### src/rtl/rosco_pkg.sv
// Shared types and widths for the 68k bus-cycle termination logic.
// Latency: n/a (types, constants and a pure decode function only).
// Backpressure: n/a.
package rosco_pkg;

    typedef enum logic [2:0] {
        IDLE,
        WAIT,
        EXTW,
        ACK,
        BERR
    } bus_state_t;

    typedef enum logic [2:0] {
        RAM,
        ROM,
        IOEXP,
        CPUSP,
        NONE
    } region_t;

    localparam int WS_W                          = 4;
    localparam int BERR_CNT_W                    = 8;
    localparam logic [BERR_CNT_W-1:0] BERR_CNT_MAX = '1;

    // Fixed priority when the decoder asserts more than one select:
    // CPU space first, then RAM, ROM, IO/expansion; nothing selected is unmapped.
    function automatic region_t region_decode(
        input logic ramsel_n,
        input logic romsel_n,
        input logic iosel_n,
        input logic expsel_n,
        input logic cpusp
    );
        region_t r;
        if (cpusp)
            r = CPUSP;
        else if (!ramsel_n)
            r = RAM;
        else if (!romsel_n)
            r = ROM;
        else if (!iosel_n || !expsel_n)
            r = IOEXP;
        else
            r = NONE;
        return r;
    endfunction

endpackage

### src/rtl/sync_2ff.sv
// Two-flop synchroniser for one asynchronous level signal.
// Latency: 2 clocks from input change to q.
// Backpressure: none; reset value 1 (idle level of the active-low strobes).
module sync_2ff (
    input  logic clk,
    input  logic rst_n,
    input  logic d,
    output logic q
);

    logic meta;

    // Shift the raw input through two stages; reset forces the idle level.
    always_ff @(posedge clk) begin
        if (!rst_n) begin
            meta <= 1'b1;
            q    <= 1'b1;
        end else begin
            meta <= d;
            q    <= meta;
        end
    end

endmodule

### src/rtl/bus_cycle_controller.sv
// 68k bus termination: wait-state DTACK for RAM/ROM, external DTACK pass-through, BERR watchdog.
// Latency: DTACK low N+1 clocks after the start clock (start clock is 2 clocks after AS is sampled).
// Backpressure: cycle held by the CPU via AS; terminations release only once AS is seen high.
module bus_cycle_controller
    import rosco_pkg::*;
#(
    parameter int RAM_WS               = 0,
    parameter int ROM_WS               = 2,
    parameter int TIMEOUT_CYCLES       = 1024,
    parameter int CPUSP_TIMEOUT_CYCLES = 64
) (
    input  logic       i_CLK,
    input  logic       i_RST_n,
    input  logic       i_AS_n,
    input  logic       i_RAMSEL_n,
    input  logic       i_ROMSEL_n,
    input  logic       i_IOSEL_n,
    input  logic       i_EXPSEL_n,
    input  logic       i_CPUSP,
    input  logic       i_EXT_DTACK_n,
    output logic       o_DTACK_n,
    output logic       o_BERR_n,
    output logic       o_TIMEOUT,
    output logic [7:0] o_BERR_COUNT
);

    localparam int TO_MAX = (TIMEOUT_CYCLES > CPUSP_TIMEOUT_CYCLES) ?
                            TIMEOUT_CYCLES : CPUSP_TIMEOUT_CYCLES;
    localparam int TO_W   = $clog2(TO_MAX) + 1;

    // The watchdog compares against limit-1: that is the last counted clock
    // before the FSM commits to BERR on the following edge.
    localparam logic [TO_W-1:0] TO_LAST_MEM = TO_W'(TIMEOUT_CYCLES - 1);
    localparam logic [TO_W-1:0] TO_LAST_CPU = TO_W'(CPUSP_TIMEOUT_CYCLES - 1);
    localparam logic [WS_W-1:0] RAM_WS_V    = WS_W'(RAM_WS);
    localparam logic [WS_W-1:0] ROM_WS_V    = WS_W'(ROM_WS);

    logic                  as_s;
    logic                  edt_s;
    logic                  as_prev;
    bus_state_t            state;
    bus_state_t            next_state;
    region_t               start_region;
    region_t               region_q;
    logic [WS_W-1:0]       wait_cnt;
    logic [TO_W-1:0]       to_cnt;
    logic [TO_W-1:0]       to_last;
    logic                  cycle_start;
    logic                  to_hit;
    logic                  berr_entry;
    logic                  dtack_n_q;
    logic                  berr_n_q;
    logic                  timeout_q;
    logic [BERR_CNT_W-1:0] berr_count_q;

    sync_2ff u_as_sync (
        .clk   (i_CLK),
        .rst_n (i_RST_n),
        .d     (i_AS_n),
        .q     (as_s)
    );

    sync_2ff u_edt_sync (
        .clk   (i_CLK),
        .rst_n (i_RST_n),
        .d     (i_EXT_DTACK_n),
        .q     (edt_s)
    );

    // Selects are combinational on the address, so they are settled well
    // before the synchronised AS edge that qualifies them.
    assign start_region = region_decode(i_RAMSEL_n, i_ROMSEL_n, i_IOSEL_n,
                                        i_EXPSEL_n, i_CPUSP);

    // Falling edge of synchronised AS, only honoured in IDLE so a held AS
    // after termination can never re-trigger.
    assign cycle_start = (state == IDLE) && !as_s && as_prev;
    assign to_hit      = (to_cnt == to_last);
    assign berr_entry  = ((state == WAIT) || (state == EXTW)) && (next_state == BERR);

    // FSM state register.
    always_ff @(posedge i_CLK) begin
        if (!i_RST_n)
            state <= IDLE;
        else
            state <= next_state;
    end

    // Next-state decode; AS deassertion (abort) beats everything, ACK beats timeout.
    always_comb begin
        next_state = state;
        case (state)
            IDLE: begin
                if (cycle_start) begin
                    if ((start_region == RAM) || (start_region == ROM))
                        next_state = WAIT;
                    else
                        next_state = EXTW;
                end
            end
            WAIT: begin
                if (as_s)
                    next_state = IDLE;
                else if (wait_cnt == '0)
                    next_state = ACK;
                else if (to_hit)
                    next_state = BERR;
            end
            EXTW: begin
                // Unmapped cycles ignore external DTACK and can only time out.
                if (as_s)
                    next_state = IDLE;
                else if (!edt_s && (region_q != NONE))
                    next_state = ACK;
                else if (to_hit)
                    next_state = BERR;
            end
            ACK, BERR: begin
                if (as_s)
                    next_state = IDLE;
            end
            default: next_state = IDLE;
        endcase
    end

    // Edge-detect history, per-cycle region/limit latch, wait and watchdog counters.
    always_ff @(posedge i_CLK) begin
        if (!i_RST_n) begin
            as_prev  <= 1'b1;
            region_q <= NONE;
            wait_cnt <= '0;
            to_cnt   <= '0;
            to_last  <= '0;
        end else begin
            as_prev <= as_s;
            if (cycle_start) begin
                region_q <= start_region;
                to_cnt   <= '0;
                to_last  <= (start_region == CPUSP) ? TO_LAST_CPU : TO_LAST_MEM;
                wait_cnt <= (start_region == ROM) ? ROM_WS_V : RAM_WS_V;
            end else if ((state == WAIT) || (state == EXTW)) begin
                if (!to_hit)
                    to_cnt <= to_cnt + TO_W'(1);
                if ((state == WAIT) && (wait_cnt != '0))
                    wait_cnt <= wait_cnt - WS_W'(1);
            end else if (state == IDLE) begin
                to_cnt <= '0;
            end
        end
    end

    // Registered pin drivers decoded from the state being entered, so DTACK
    // and BERR can never be low together; bus-error pulse and saturating count.
    always_ff @(posedge i_CLK) begin
        if (!i_RST_n) begin
            dtack_n_q    <= 1'b1;
            berr_n_q     <= 1'b1;
            timeout_q    <= 1'b0;
            berr_count_q <= '0;
        end else begin
            dtack_n_q <= (next_state != ACK);
            berr_n_q  <= (next_state != BERR);
            timeout_q <= berr_entry;
            if (berr_entry && (berr_count_q != BERR_CNT_MAX))
                berr_count_q <= berr_count_q + BERR_CNT_W'(1);
        end
    end

    assign o_DTACK_n    = dtack_n_q;
    assign o_BERR_n     = berr_n_q;
    assign o_TIMEOUT    = timeout_q;
    assign o_BERR_COUNT = berr_count_q;

endmodule

### config.mk
export PLATFORM = sky130hd
export DESIGN_NAME = bus_cycle_controller
export DESIGN_NICKNAME = d
export VERILOG_FILES = /design/src/rtl/rosco_pkg.sv /design/src/rtl/sync_2ff.sv /design/src/rtl/bus_cycle_controller.sv
export SDC_FILE = /design/constraint.sdc
export NUM_CORES = 1
export LEC_CHECK = 0
export CORE_MARGIN = 1.5
export CORE_UTILIZATION = 50
export CTS_BUF_LIST = sky130_fd_sc_hd__clkbuf_16
export CTS_CLUSTER_SIZE = 12
export DETAILED_ROUTE_END_ITERATION = 8
export HOLD_SLACK_MARGIN = 0.08
export PLACE_DENSITY = 0.75
export SLEW_MARGIN = 40
export SYNTH_ARGS = -nofsm -noshare
export SYNTH_HDL_FRONTEND = slang
export SYNTH_SLANG_ARGS = --single-unit
### constraint.sdc
create_clock -name i_CLK -period 2 [get_ports i_CLK]
set_input_delay 0.2 -clock i_CLK [delete_from_list [all_inputs] [get_ports i_CLK]]
set_output_delay 0.2 -clock i_CLK [all_outputs]
set_load 0.1 [all_outputs]
==> Word level (Yosys, flattened, before mapping) <==
Index checks and enable logic that the tools add are counted.
{ "op_classes": {"n_reduce_logical": 24, "bitwise": 1, "order_cmp": 0, "n_addsub": 3, "n_eq_ne": 13, "muxes": 21, "n_mul": 0, "shifts": 0, "n_div": 0} }
{ "op_table": {"columns": ["op", "count"], "rows": [
  ["$mux W11", 3],
  ["$mux W3", 11],
  ["$mux W4", 3],
  ["$pmux W3 S4", 1],
  ["$add A11 B1 Y11 const B", 1],
  ["$eq A11 B11 Y1", 1],
  ["$mux W10", 1],
  ["$eq A3 B2 Y1 const B", 3],
  ["$add A8 B1 Y8 const B", 1],
  ["$ne A8 B8 Y1 const B", 1],
  ["$eq A3 B1 Y1 const B", 2],
  ["$eq A3 B3 Y1 const B", 2],
  ["$logic_and A1 B1 Y1", 6],
  ["$logic_not A3 Y1", 2],
  ["$ne A3 B3 Y1 const B", 2],
  ["$reduce_bool A2 Y1", 3],
  ["$logic_not A1 Y1", 4],
  ["$logic_not A4 Y1", 1],
  ["$mux W2", 2],
  ["$reduce_and A2 Y1", 2],
  ["$reduce_bool A4 Y1", 1],
  ["$reduce_or A2 Y1", 2],
  ["$sub A4 B1 Y4 const B", 1],
  ["$logic_or A1 B1 Y1", 3],
  ["other kinds (3)", 3]
]} }
{ "totals": {"register_bits": 48, "mem_bits_ro": 0, "in_bits": 9, "mem_bits_rw": 0, "latchBits": 0, "n_memories": 0} }

==> Depth between registers and ports, before layout <==
{ "logic_depth": {"word_depth": 14, "mapped_depth": 9, "ltp_nobuf": 8} }

==> By module <==
Synthesis repeated with hierarchy kept, for this count alone.
{ "unflattened": {"hier_cells": 212, "area_unflattened_um2": 1849.3} }
{ "by_module_without_submodules": {"columns": ["module", "area_per_inst_um2", "cells_per_inst", "instances"], "rows": [
  ["bus_cycle_controller", 1744.2, 204, 1],
  ["sync_2ff", 52.6, 4, 2]
]} }

==> Worst setup path after synthesis <==
Ideal clock, no wire load.
{ "synth_timing": {"kind": "flip-flop to flip-flop", "startpoint": "register berr_count_q[3] (netlist: o_BERR_COUNT[3])", "endpoint": "register berr_count_q[7] (netlist: o_BERR_COUNT[7])", "path_stages_with_launch": 8, "n_path_buf": 1, "synth_period_minus_slack_ps": 2440, "setup_time_ps": 115, "required_time_ps": 1885, "t_arrival_ps": 2326, "path_slack_ps": -440, "path_cell_list": "dfxtp_1 > and4_1 > nand4_1 > o21ai_2 > and4b_1 > buf_6 > and4_1 > o21a_1"} }
{ "synth_via": {"elab_chain_cells": 2} }
{ "synth_rtl": {"columns": ["item", "line", "text"], "rows": [
  ["from (decl)", "bus_cycle_controller.sv:54", "logic [BERR_CNT_W-1:0] berr_count_q;"],
  ["from (signal assigned)", "bus_cycle_controller.sv:165", "berr_count_q <= berr_count_q + BERR_CNT_W'(1);"],
  ["parallel branches: the longest is 2 deep, another holds $add A8 B1 Y8", null, null]
]} }
Several ways; the timed one is not identified.
A chain may end at the register's enable or synchronous reset.

==> Final worst setup path <==
{ "layout_timing": {"startpoint": "register to_cnt[10]", "endpoint": "register berr_count_q[4] (netlist: o_BERR_COUNT[4])"} }
{ "layout_via": {"elab_chain_cells": 8} }
{ "layout_rtl": {"columns": ["item", "line", "text"], "rows": [
  ["from (decl)", "bus_cycle_controller.sv:46", "logic [TO_W-1:0] to_cnt;"],
  ["from (signal assigned)", "bus_cycle_controller.sv:143", "to_cnt <= to_cnt + TO_W'(1);"],
  ["$eq A11 B11 Y1 (*)", "bus_cycle_controller.sv:78", "assign to_hit = (to_cnt == to_last);"],
  ["$mux W3 (*)", "bus_cycle_controller.sv:106, bus_cycle_controller.sv:115", null],
  ["$mux W3, on equally long branches", "bus_cycle_controller.sv:113, bus_cycle_controller.sv:104", null],
  ["$mux W3, on equally long branches", "bus_cycle_controller.sv:111, bus_cycle_controller.sv:102", null],
  ["$pmux W3 S4 (*)", "bus_cycle_controller.sv:92", "case (state)"],
  ["$eq A3 B3 Y1 (*)", "bus_cycle_controller.sv:79", "assign berr_entry = ((state == WAIT) || (state == EXTW)) && (next_state == BERR);"],
  ["$logic_and A1 B1 Y1 (*)", "bus_cycle_controller.sv:79", null],
  ["$logic_and A1 B1 Y1 (*)", "bus_cycle_controller.sv:164", "if (berr_entry && (berr_count_q != BERR_CNT_MAX))"]
]} }
Every way passes the cells marked *; elsewhere a longest branch is shown, timed or not.

==> reports/results.txt <==
HPWL after detailed placement: 2.96 mm
Detailed-router iteration count before antenna repair: 4
Height of the die: 64.2 microns
Global-route wire length before repair: 6.87 mm
Global placement routability congestion: 0.885
Run status: completed
Synth async-reset ratio: 0%
Share of Yosys cell area claimed by the top area cell type: 41.7%
Setup Skew: 0.00569 ns
Required time at the worst-slack endpoint: 2.17 ns
Number of buffers on the longest clock path: 2
Antenna diodes: 0
Prevailing post-synth register cell: sky130_fd_sc_hd__dfxtp_1
Depth of the CTS H-tree: 2
Worst path arrival time: 2.16 ns
Cts hold-fix bufs: 0
GR met3 Demand/Resource: 5.28%
Worst VDD drop: 0.519 mV
Total global routing track utilization: 21.2%
Total number of placement rows: 22
Synthesis-to-layout area growth: 35.2%
Worst-margin pin slew: 0.418 ns
GR met1 Demand/Resource: 29.6%
Final setup margin: 0.0103 ns
Total number of vias: 1767
Mean post-synth cell area: 8.46 sq um
Worst Hold Class: flip-flop to flip-flop
Maximum number of pins on one net before global-route repair: 18
Remaining design rule violation count: 0
Final clock period utilization by the worst path: 99.5%
RSZ-0062 raised after global routing: true
Total nets after synthesis: 233
Clk_lat worst skew: 0.28 ns
Crit path capture type: flip-flop
Startpoint of the tightest hold check path: u_as_sync.meta
Leakage Power: 1.01 nW
Maximum achievable frequency: 503 MHz
Relative contribution of sequential cells to total power: 48.0%
Register bit total from synthesis: 39
Fraction of power consumed by the clock network: 44.7%
Start point of the critical path: to_cnt[10]
CTS root buffer: sky130_fd_sc_hd__clkbuf_16
GR peak layer: met2
Internal power: 1.29 mW
Filler cell count: 288
Core area: 0.00363 sq mm
Crit Path Max Fanout: 6
Max_cap viols: 0
Leading area contributor after synthesis: sky130_fd_sc_hd__dfxtp_1
Number of design-rule violations left by the first detailed-router iteration: 130
Commonest cells in the synthesized netlist: sky130_fd_sc_hd__dfxtp_1 (39), sky130_fd_sc_hd__nor2_1 (20), sky130_fd_sc_hd__nand2_1 (19)
Aggregate routed wire length: 4.33 mm
Endpoints failing hold: 0
Combinational Power Share: 7.3%
Count of pins over their slew limit: 0
Via count of the first global-routing pass: 1524
Worst-case hold slack: 0.404 ns
Number of antenna violations at the first check in global routing: 0
Detailed-route vias per instance: 5.56
Worst setup slack before clock tree synthesis: -0.0758 ns
Final global-route overflow total: 0
# setup viols final: 0
Fraction of layout instances using a drive strength above 1: 31.5%
Number of flops mapped to enable cells by yosys: 0
Minimum period implied by the final worst setup slack: 1.99 ns
Synth Cell Area: 0.00187 sq mm
Count of cell types in the netlist: 45
Number of nets still failing antenna checks after routing: 0
Critical path class: flip-flop to flip-flop
Most repeated cell in the gate-level netlist after synthesis: sky130_fd_sc_hd__dfxtp_1
Number of cells produced by synthesis: 221
Routed wire per std cell: 13.6 microns
FF-to-FF path depth: 7
Power Density: 650 mW/mm^2
Register clock-pin slew on the reported worst setup and hold paths: 0.06 ns
Switching share of total power: 21.4%
Total clock buffers created by CTS: 5
Number of placed I/O pins: 20
Die X-Extent: 64.2 microns
Number of nets in the layout: 281
DIE AREA: 0.00412 sq mm
Kind of launch point of the worst setup path: flip-flop
Port Buffers: 19
Met2 routing resource usage after global routing: 31.8%
Launch point of the worst reg-to-reg path: to_cnt[10]
Net switching component of the power: 0.353 mW
Seq/Total Area, Yosys: 41.7%
Number of synthesis warnings: 0
Relative max-transition margin: 72.1%
Cell types with the largest area share after synthesis: sky130_fd_sc_hd__dfxtp_1 (42%), sky130_fd_sc_hd__a21oi_1 (4.0%), sky130_fd_sc_hd__nor2_1 (4.0%), sky130_fd_sc_hd__nand2_1 (3.8%), sky130_fd_sc_hd__nand2b_1 (3.3%)
Cell depth of the worst hold path: 1
Initial core utilization: 51.5%
CTS tree: done
Clock sink total: 39
[layer usage]
layer  vias up  part of all wire [%]
li1        898                     -
met1       815                    49
met2        48                    45
met3         6                   4.6
met4         0                   1.4
met5         -                     0
[area by class of cell]
class | instances | area, sq um | area share (%)
multi-input combinational | 163 | 1090 | 43.2
inverter | 11 | 41.3 | 1.63
timing repair buffer | 49 | 392 | 15.5
clock inverter | 3 | 12.5 | 0.495
sequential | 39 | 805 | 31.8
clock buffer | 5 | 125 | 4.95
tap | 48 | 60.1 | 2.38
[cell families (layout without fill, tap and decap cells)]
kind of cell               after synthesis  in the layout  synth area share [%]
and+or+nand+nor                        100            100                  29.5
DFF                                     39             39                  41.7
muxes                                    1              1                 0.535
xor gates and xnor gates                 5              5                  2.34
AOI/OAI and AO/OA                       53             53                  18.9
buffers and inverters                   19             68                  4.41
adders and majority gates                4              4                  2.54
[state kept, by name (all words and copies together) (netlist names)]
signal           flops
u_as_sync.q          1
to_cnt              11
o_DTACK_n            1
state                3
o_TIMEOUT            1
o_BERR_COUNT         8
u_edt_sync.meta      1
u_edt_sync.q         1
o_BERR_n             1
to_last              2
as_prev              1
region_q             3
wait_cnt             4
u_as_sync.meta       1
[metrics by stage]
| stage | area [sq um] | std cells | TNS (ns) | total power [mW] | utilization (%) |
|---|---|---|---|---|---|
| after floorplan | 1890 | 221 | 0 | 0.861 | - |
| after global placement | 2280 | 308 | -0.0516 | 0.914 | 62.8 |
| after detailed placement | 2280 | 308 | -0.171 | 0.915 | 62.8 |
| after CTS | 2420 | 316 | 0 | 1.65 | 66.7 |
| after global routing | 2530 | 318 | -0.416 | 1.70 | 69.6 |
| final | 2530 | 318 | 0 | 1.64 | 69.6 |
[power groups by stage]
stage	sequential, mW	clock, mW	combinational [mW]
detailed placement	0.805	0	0.110
CTS	0.789	0.748	0.111
global route	0.790	0.782	0.130
finish	0.789	0.736	0.119
global placement	0.805	0	0.109
floorplan	0.804	0	0.0568
[critical path: stages (launching register included)]
cell	delay, ns
sky130_fd_sc_hd__dfxtp_1	0.32
sky130_fd_sc_hd__or4_4	0.55
sky130_fd_sc_hd__nor2_4	0.15
sky130_fd_sc_hd__o221a_4	0.22
sky130_fd_sc_hd__and4b_2	0.30
sky130_fd_sc_hd__buf_6	0.12
sky130_fd_sc_hd__nand4_4	0.09
sky130_fd_sc_hd__mux2i_1	0.12
[placed cells by master (no fill, tap or decap), types with 3 or more instances in the layout]
cell type,n
sky130_fd_sc_hd__a31oi_1,3
sky130_fd_sc_hd__and3_1,3
sky130_fd_sc_hd__dfxtp_2,7
sky130_fd_sc_hd__clkbuf_16,5
sky130_fd_sc_hd__buf_4,40
sky130_fd_sc_hd__nor3_1,6
sky130_fd_sc_hd__dfxtp_1,28
sky130_fd_sc_hd__inv_1,10
sky130_fd_sc_hd__or4_1,3
sky130_fd_sc_hd__o31ai_1,4
sky130_fd_sc_hd__nand3_1,9
sky130_fd_sc_hd__a21oi_2,4
sky130_fd_sc_hd__nor2_1,19
sky130_fd_sc_hd__dfxtp_4,4
sky130_fd_sc_hd__o21ai_0,8
sky130_fd_sc_hd__xor2_1,3
sky130_fd_sc_hd__nand2b_1,10
sky130_fd_sc_hd__nor2b_1,4
sky130_fd_sc_hd__o21a_1,4
sky130_fd_sc_hd__or4_4,3
sky130_fd_sc_hd__or3_1,5
sky130_fd_sc_hd__a21oi_1,11
sky130_fd_sc_hd__nand2_1,18
sky130_fd_sc_hd__o21ai_1,3
sky130_fd_sc_hd__clkdlybuf4s50_1,8
sky130_fd_sc_hd__nand4_1,6
sky130_fd_sc_hd__a211oi_1,3
[path summary, 6_finish.rpt]
path / endpoint / slack (ns)
worst min register to register: u_as_sync.q / 0.40
worst min-delay path: u_as_sync.q / 0.40
worst max register to register: o_BERR_COUNT[4] / 0.01
worst max-delay path: o_BERR_COUNT[4] / 0.01
[repair_timing]
action,4_1_cts,5_1_grt
setup endpoints to repair,7,14
setup buffers,0,2
cloned,0,0
resized for setup,5,25
pin swaps,1,5
Note: power is estimated with default switching activity, not from simulation.
